--- src/rtl/msix_sched_pkg.sv ---
// Shared types for the MSI-X request scheduler: FSM states and the 96-bit
// table entry layout {data[95:64], addr_hi[63:32], addr_lo[31:0]}.
package msix_sched_pkg;

  localparam int ENTRY_W     = 96;
  localparam int ADDR_W      = 64;
  localparam int DATA_W      = 32;
  localparam int ADDR_LO_LSB = 0;
  localparam int ADDR_HI_LSB = 32;
  localparam int DATA_LSB    = 64;

  typedef enum logic [1:0] {
    IDLE = 2'd0,
    RD   = 2'd1,
    SEND = 2'd2
  } state_e;

  typedef struct packed {
    logic [DATA_W-1:0] data;
    logic [ADDR_W-1:0] addr;
  } tbl_entry_t;

endpackage

--- src/rtl/msix_rr_arb.sv ---
// Combinational round-robin picker: first set request at or above ptr,
// wrapping at NUM_VEC. The caller owns and advances the pointer.
module msix_rr_arb #(
  parameter int NUM_VEC = 7,
  parameter int IDX_W   = 3
) (
  input  logic [NUM_VEC-1:0] req_i,
  input  logic [IDX_W-1:0]   ptr_i,
  output logic [NUM_VEC-1:0] gnt_oh_o,
  output logic [IDX_W-1:0]   gnt_idx_o,
  output logic               any_o
);

  int          j;
  logic [IDX_W-1:0] jj;

  always_comb begin
    gnt_oh_o  = '0;
    gnt_idx_o = '0;
    any_o     = 1'b0;
    j         = 0;
    jj        = '0;
    for (int i = 0; i < NUM_VEC; i++) begin
      j = int'(ptr_i) + i;
      if (j >= NUM_VEC) j = j - NUM_VEC;
      jj = IDX_W'(j);
      if (!any_o && req_i[jj]) begin
        any_o        = 1'b1;
        gnt_oh_o[jj] = 1'b1;
        gnt_idx_o    = jj;
      end
    end
  end

endmodule

--- src/rtl/msix_req_scheduler.sv ---
// Round-robin MSI-X scheduler: picks an eligible PBA vector, reads its table
// entry, issues one addr/data write with valid/ready, then clears the PBA bit.
module msix_req_scheduler
  import msix_sched_pkg::*;
#(
  parameter int NUM_VEC = 7,
  parameter int IDX_W   = 3,
  parameter int RD_TMO  = 15
) (
  input  logic                 clk,
  input  logic                 rst_n,
  input  logic [NUM_VEC-1:0]   i_pending,
  input  logic [NUM_VEC-1:0]   i_vec_mask,
  input  logic                 i_fn_mask,
  input  logic                 i_msix_en,
  output logic                 o_tbl_rd_req,
  output logic [IDX_W-1:0]     o_tbl_rd_idx,
  input  logic                 i_tbl_rd_vld,
  input  logic [ENTRY_W-1:0]   i_tbl_entry,
  output logic                 o_msix_valid,
  output logic [ADDR_W-1:0]    o_msix_addr,
  output logic [DATA_W-1:0]    o_msix_data,
  input  logic                 i_msix_tready,
  output logic [NUM_VEC-1:0]   o_pba_clr,
  output logic                 o_busy,
  output logic [7:0]           o_abort_cnt
);

  localparam int TMO_W = (RD_TMO > 1) ? $clog2(RD_TMO) : 1;

  state_e               state_q, state_d;
  logic [IDX_W-1:0]     idx_q, idx_d;
  logic [NUM_VEC-1:0]   oh_q, oh_d;
  logic [IDX_W-1:0]     ptr_q, ptr_d;
  logic                 rd_req_q, rd_req_d;
  logic                 valid_q, valid_d;
  tbl_entry_t           entry_q, entry_d;
  logic [NUM_VEC-1:0]   clr_q, clr_d;
  logic [7:0]           abort_cnt_q, abort_cnt_d;
  logic [TMO_W-1:0]     tmo_q, tmo_d;

  logic [NUM_VEC-1:0]   eligible, gnt_oh;
  logic [IDX_W-1:0]     gnt_idx;
  logic                 gnt_any, cancel, abort;

  // The PBA drops the served bit one cycle after our clear pulse, so the
  // vector being cleared is hidden from arbitration during that cycle.
  assign eligible = i_pending & ~i_vec_mask & ~clr_q &
                    {NUM_VEC{i_msix_en & ~i_fn_mask}};

  assign cancel = i_fn_mask | ~i_msix_en | (|(i_vec_mask & oh_q)) |
                  ~(|(i_pending & oh_q));

  msix_rr_arb #(
    .NUM_VEC (NUM_VEC),
    .IDX_W   (IDX_W)
  ) u_arb (
    .req_i     (eligible),
    .ptr_i     (ptr_q),
    .gnt_oh_o  (gnt_oh),
    .gnt_idx_o (gnt_idx),
    .any_o     (gnt_any)
  );

  always_comb begin
    state_d     = state_q;
    idx_d       = idx_q;
    oh_d        = oh_q;
    ptr_d       = ptr_q;
    rd_req_d    = 1'b0;
    valid_d     = valid_q;
    entry_d     = entry_q;
    clr_d       = '0;
    abort_cnt_d = abort_cnt_q;
    tmo_d       = tmo_q;
    abort       = 1'b0;
    case (state_q)
      IDLE: begin
        if (gnt_any) begin
          idx_d    = gnt_idx;
          oh_d     = gnt_oh;
          rd_req_d = 1'b1;
          tmo_d    = '0;
          state_d  = RD;
        end
      end
      RD: begin
        if (cancel) begin
          abort = 1'b1;
        end else if (i_tbl_rd_vld) begin
          entry_d = tbl_entry_t'(i_tbl_entry);
          valid_d = 1'b1;
          state_d = SEND;
        end else if (tmo_q == TMO_W'(RD_TMO - 1)) begin
          abort = 1'b1;
        end else begin
          tmo_d = tmo_q + 1'b1;
        end
      end
      SEND: begin
        // A handshake in the same cycle as a cancel condition wins.
        if (i_msix_tready) begin
          valid_d = 1'b0;
          clr_d   = oh_q;
          ptr_d   = (idx_q == IDX_W'(NUM_VEC - 1)) ? '0 : idx_q + 1'b1;
          state_d = IDLE;
        end else if (cancel) begin
          abort = 1'b1;
        end
      end
      default: state_d = IDLE;
    endcase
    if (abort) begin
      valid_d = 1'b0;
      state_d = IDLE;
      if (abort_cnt_q != 8'hff) abort_cnt_d = abort_cnt_q + 8'd1;
    end
  end

  always_ff @(posedge clk or negedge rst_n) begin
    if (!rst_n) begin
      state_q     <= IDLE;
      idx_q       <= '0;
      oh_q        <= '0;
      ptr_q       <= '0;
      rd_req_q    <= 1'b0;
      valid_q     <= 1'b0;
      entry_q     <= '0;
      clr_q       <= '0;
      abort_cnt_q <= '0;
      tmo_q       <= '0;
    end else begin
      state_q     <= state_d;
      idx_q       <= idx_d;
      oh_q        <= oh_d;
      ptr_q       <= ptr_d;
      rd_req_q    <= rd_req_d;
      valid_q     <= valid_d;
      entry_q     <= entry_d;
      clr_q       <= clr_d;
      abort_cnt_q <= abort_cnt_d;
      tmo_q       <= tmo_d;
    end
  end

  assign o_tbl_rd_req = rd_req_q;
  assign o_tbl_rd_idx = idx_q;
  assign o_msix_valid = valid_q;
  assign o_msix_addr  = entry_q.addr;
  assign o_msix_data  = entry_q.data;
  assign o_pba_clr    = clr_q;
  assign o_busy       = (state_q != IDLE);
  assign o_abort_cnt  = abort_cnt_q;

endmodule

--- config.mk ---
export PLATFORM = sky130hd
export DESIGN_NAME = msix_req_scheduler
export DESIGN_NICKNAME = d
export VERILOG_FILES = /design/src/rtl/msix_sched_pkg.sv /design/src/rtl/msix_rr_arb.sv /design/src/rtl/msix_req_scheduler.sv
export SDC_FILE = /design/constraint.sdc
export NUM_CORES = 1
export LEC_CHECK = 0
export ABC_AREA = 0
export BUFFER_PORTS_ARGS = -buffer_cell sky130_fd_sc_hd__buf_4
export CORE_MARGIN = 1.5
export CORE_UTILIZATION = 35
export DETAILED_ROUTE_END_ITERATION = 10
export HOLD_SLACK_MARGIN = 0.03
export SLEW_MARGIN = 20
export SYNTH_ARGS = -nofsm -noshare
export SYNTH_HDL_FRONTEND = slang
export SYNTH_SLANG_ARGS = --single-unit
--- constraint.sdc ---
create_clock -name clk -period 6.9 [get_ports clk]
set_clock_uncertainty 0.2 [all_clocks]
set_input_delay 0.69 -clock clk [delete_from_list [all_inputs] [get_ports clk]]
set_output_delay 0.69 -clock clk [all_outputs]
set_load 0.02 [all_outputs]
# Word level (Yosys, flattened, before mapping)
# Cells that the tools add are included.
# Widths: inputs -> output; s select.
[op_classes] addsub=16 n_mul=0 n_div=0 magnitude_cmp=21 n_eq_ne=13 shifts=0 muxes=83 n_bitwise=21 reduce_logical=32
[op_table] op="$mux 7" count=9
[op_table] op="$mux 3" count=15
[op_table] op="$or 7x7->7" count=6
[op_table] op="$and 7x7->7" count=5
[op_table] op="$mux 1" count=32
[op_table] op="$lt 3x4->1 const B" count=7
[op_table] op="$ge 4x3->1 const B" count=6
[op_table] op="$bmux 1 s3" count=7
[op_table] op="$demux 1 s3" count=7
[op_table] op="$ge 3x1->1 const B" count=7
[op_table] op="$sub 3x1->3 const B" count=6
[op_table] op="$mux 4" count=4
[op_table] op="$not 7->7" count=2
[op_table] op="$reduce_or 7->1" count=2
[op_table] op="$logic_and 1x1->1" count=13
[op_table] op="$add 3x3->4 const B" count=3
[op_table] op="$ne 3x3->1 const B" count=4
[op_table] op="$mux 2" count=5
[op_table] op="$add 3x2->4 const B" count=2
[op_table] op="$add 8x1->8 const B" count=1
[op_table] op="$ne 2x2->1 const B" count=4
[op_table] op="$ne 8x8->1 const B" count=1
[op_table] op="$pmux 4 s2" count=1
[op_table] op="$reduce_and 4->1" count=2
[op_table] op="21 further kinds" count=35
[word_totals] reg_bits=132 latch_bits=0 ram_bits=0 rom_bits=0 input_bits=116 out_inout_bits=117 wordCells=197 memories=0

# Depth between registers and ports, before layout
[depth] word_depth=28 depth_mapped=17 mapped_depth_nobuf=14

# Modules after synthesis
# From an unflattened synthesis, not the netlist that was laid out.
[unflattened] cells_unflattened=645 hier_area_um2=7627.3
[by_module_without_submodules] mod="msix_req_scheduler" instances=1 cells_per_inst=362 area_each_um2=5554.1 seq_area_each_um2=3303.2
[by_module_without_submodules] mod="msix_rr_arb" instances=1 cells_per_inst=283 area_each_um2=2073.2 seq_area_each_um2=0.0

# Worst setup path after synthesis
# No wires, ideal clock.
[synth_path] path_type="reg2reg" from="register ptr_q[2]" to="register idx_q[0], in the netlist o_tbl_rd_idx[0]" setup_ps=121 t_arrival_ps=3356 required_time_ps=6579 setup_slack_ps=3222 path_stages_with_launch=16 path_buffers=4 synth_period_minus_slack_ps=3678 cell_sequence="dfrtp_1 -> buf_2 -> buf_2 -> inv_1 -> fa_1 -> buf_2 -> mux2_4 -> or3_1 -> o32ai_2 -> a211oi_2 -> nor2_4 -> nand4_2 -> nand2_2 -> inv_2 -> buf_2 -> o22a_1"
[synth_between] elab_chain_cells=24 word_cells_on_any_way=68 cone_classes="add/sub (13); order compare (7); mux (35); reduce/logical (13)"
[synth_lines] item="start, declared" line="msix_req_scheduler.sv:34" rtl="logic [IDX_W-1:0] ptr_q, ptr_d;"
[synth_lines] item="start signal, assigned" line="msix_req_scheduler.sv:136" rtl="ptr_q <= ptr_d;"
[synth_lines] item="branches (longest 24 deep; another with $add 3x1->4)"
[synth_lines] item="end signal, assigned" line="msix_req_scheduler.sv:134" rtl="idx_q <= idx_d;"
[synth_lines] item="end, declared" line="msix_req_scheduler.sv:32" rtl="logic [IDX_W-1:0] idx_q, idx_d;"
# Parallel ways; which one is timed is not known. The select of a mux whose other input is x is not followed.
# A chain may end at the register's enable or synchronous reset.

# Worst setup path after layout
[layout_path] from="register ptr_q[1]" to="register oh_q[3]"
[layout_between] elab_chain_cells=24 word_cells_on_any_way=109 cone_classes="add/sub (13); order compare (21); mux (49); bitwise (6); reduce/logical (20)"
[layout_lines] item="branches (longest 24 deep; another with $add 3x1->4)"
[layout_lines] item="end signal, assigned" line="msix_req_scheduler.sv:135" rtl="oh_q <= oh_d;"
[layout_lines] item="end, declared" line="msix_req_scheduler.sv:33" rtl="logic [NUM_VEC-1:0] oh_q, oh_d;"
# Parallel ways; which one is timed is not known. The select of a mux whose other input is x is not followed.

==> out/metrics.cfg <==
[clock_tree]
hold_buffers = 0
cts_tree = yes
clkSlewWorstSetupHoldPaths_ns = 0.06
ctsResizeCount = 0
cts_setup_buffers = 0
clk_path_buf_depth = 2
clockRootBuffer = clkbuf_16
clk_latency_ns = 0.42
numCtsBuffers = 17
cts_htree_levels = 4
clock_sinks = 132

[drt]
routed_wl_mm = 24.1
vias = 6489
drc = 0
routedWlPerCell_um = 20.3
vias_per_cell = 5.48
drt-pass1-iter-count = 7
dr.first_iter.drc_count = 406
ant_nets = 0

[setup_path]
worstSetupPathType = register to register
path_max_fanout = 21
cp.required_ns = 7.03
critPathLaunchType = register
cp.arrival_ns = 5.13
crit_path_end_kind = register

[sta]
setup_viol = 0
finalHoldViolations = 0
rsz0062_at_grt = no
post-route-period-util = 0.724
tightestPinTransition_ns = 1.09
period_minus_slack_ns = 4.99
holdWs_ns = 0.115
finalSetupTns_ns = 0
slew_violations = 0
fmax_mhz = 200
maxSlewHeadroom = 0.253

[global_routing]
gr-total-overflow = 0
grt_usage = 0.217
antenna_found_initial = 0
grt_max_degree = 83
first_global_vias = 6490
grt_pass1_wl_mm = 36.4

[flow_run]
maxCapViolCount = 0

[floorplan]
fp.dieW_um = 149
row_count = 53
coreArea_mm2 = 0.0210
start_util = 0.355
die_h_um = 149
die_area_mm2 = 0.0221
io_pins = 233

[synth]
yosysSeqAreaShare = 0.445
async_flop_share = 1.00
synth_area_mm2 = 0.00743
synth_area_leader_cell = dfrtp_1
synth_fp_nets = 811
synth_top_flop_cell = dfrtp_1
synth_edf_count = 0
syn-mean-instance-area_um2 = 11.0
synthCells = 675
synth_seq_cells = 132
yosysWarnings = 0
synthTopCellsByArea = dfrtp_1, mux2_2, ha_1
synth_cell_types = 87
yosysTopAreaCellShare = 0.445

[min_path]
hp-class = input pin to async pin

[layout]
drive_above_1_share = 0.444
diodes = 0
fin_nets = 1032
areaGrowthSynthToFinish_pct = 34.4
final_cell_count_no_fill = 1184

[place]
hpwlAfterDp_mm = 18.1
portBuffers = 232
place_congestion = 0.972
placedCellCount = 1152

[power]
ir_drop_uv = 251
p_leak_uw = 0.00483
p_per_area_mw_per_mm2 = 541

[status]
status = finished clean

-- final cells by class --
type	count	area [µm²]
clock inverters	12	169
inverters	16	60.1
repair buffers	235	1770
fillers	1994	11000
flip-flops and latches	132	3300
clock buffers	20	457
well taps	275	344
multi-input cells	494	3890
-- worst max-delay path: stages (launching register included) --
cell and delay, ns:
dfrtp_1 0.70, inv_1 0.32, ha_1 0.85, inv_2 0.27, a221oi_1 0.61, a22oi_1 0.27, a22oi_2 0.58, nand4b_2 0.33
nor2_1 0.40, nand3_1 0.17, a41oi_1 0.22
-- per-stage QoR --
stage | instance area (µm²) | setup slack [ns] | util | power (µW)
global placement | 9360 | 2.16 | 0.447 | 4410
floorplan | 7430 | 3.22 | - | 3430
finish | 9990 | 1.91 | 0.477 | 5400
global route | 9990 | 1.61 | 0.477 | 5730
detailed placement | 9360 | 2.15 | 0.447 | 4400
CTS | 9980 | 2.12 | 0.476 | 5390
-- cell usage in the layout (no fill, tap or decap), types with 13 or more instances in the layout --
master,n
inv_1,13
nor3_1,25
nand2_1,35
a21oi_1,18
dfrtp_1,132
mux2_2,102
clkbuf_16,17
buf_4,234
nor2_1,49
nand3_1,18
mux2i_1,16
o21ai_0,19
ha_1,19
-- flip-flops by register name, summed over array words and instances, names as in the netlist --
| signal | count |
|---|---|
| o_msix_addr | 64 |
| o_msix_data | 32 |
| o_abort_cnt | 8 |
| o_pba_clr | 7 |
| oh_q | 7 |
| tmo_q | 4 |
| o_tbl_rd_idx | 3 |
| ptr_q | 3 |
| state_q | 2 |
| o_msix_valid | 1 |
| o_tbl_rd_req | 1 |
-- routing by layer --
metal	global-route usage	routed length, µm
met1	0.255	9620
met2	0.360	11700
met3	0.0690	1820
met4	0.0990	892
met5	0	0
-- final timing paths --
path / from / endpoint / slack (ns) / cells past startpoint
setup / recovery: ptr_q[1]$_DFFE_PN0P_ / oh_q[3]$_DFFE_PN0P_ / 1.91 / 10
hold / removal: rst_n / o_msix_addr[45]$_DFFE_PN0P_ / 0.11 / 1
setup reg to reg: ptr_q[1]$_DFFE_PN0P_ / oh_q[3]$_DFFE_PN0P_ / 1.91 / 10
hold reg to reg: o_abort_cnt[5]$_DFFE_PN0P_ / o_abort_cnt[5]$_DFFE_PN0P_ / 0.29 / 1
max in group asynchronous: rst_n / o_msix_data[19]$_DFFE_PN0P_ / 5.15 / 2
min in group clk: o_abort_cnt[5]$_DFFE_PN0P_ / o_abort_cnt[5]$_DFFE_PN0P_ / 0.29 / 1
-- synth_stat cells (all sizes together) (8+ instances only) --
| cell | instances |
|---|---|
| dfrtp | 132 |
| mux2 | 104 |
| nor2 | 51 |
| nand2 | 36 |
| nor3 | 25 |
| buf | 23 |
| o21ai | 22 |
| nand3 | 20 |
| a21oi | 19 |
| ha | 19 |
| mux2i | 18 |
| inv | 16 |
| xnor2 | 13 |
| and3 | 11 |
| nor4 | 11 |
| clkbuf | 10 |
| a211oi | 9 |
| nand2b | 8 |
| nand4 | 8 |
-- where the power goes --
| part | leakage (µW) | switching, µW | internal (µW) |
|---|---|---|---|
| sequential | 0.00175 | 241 | 1060 |
| clock | 0.000299 | 369 | 595 |
| combinational | 0.00279 | 1920 | 1220 |
-- kinds of logic after synthesis --
kind of cell / share of synthesized area
buffers and inverters: 0.0349
and+or+nand+nor: 0.148
muxes: 0.187
xor gates and xnor gates: 0.0209
DFF: 0.445
AOI/OAI and AO/OA: 0.130
adders and majority gates: 0.0347
No activity file was read; power rests on OpenSTA's default activity.
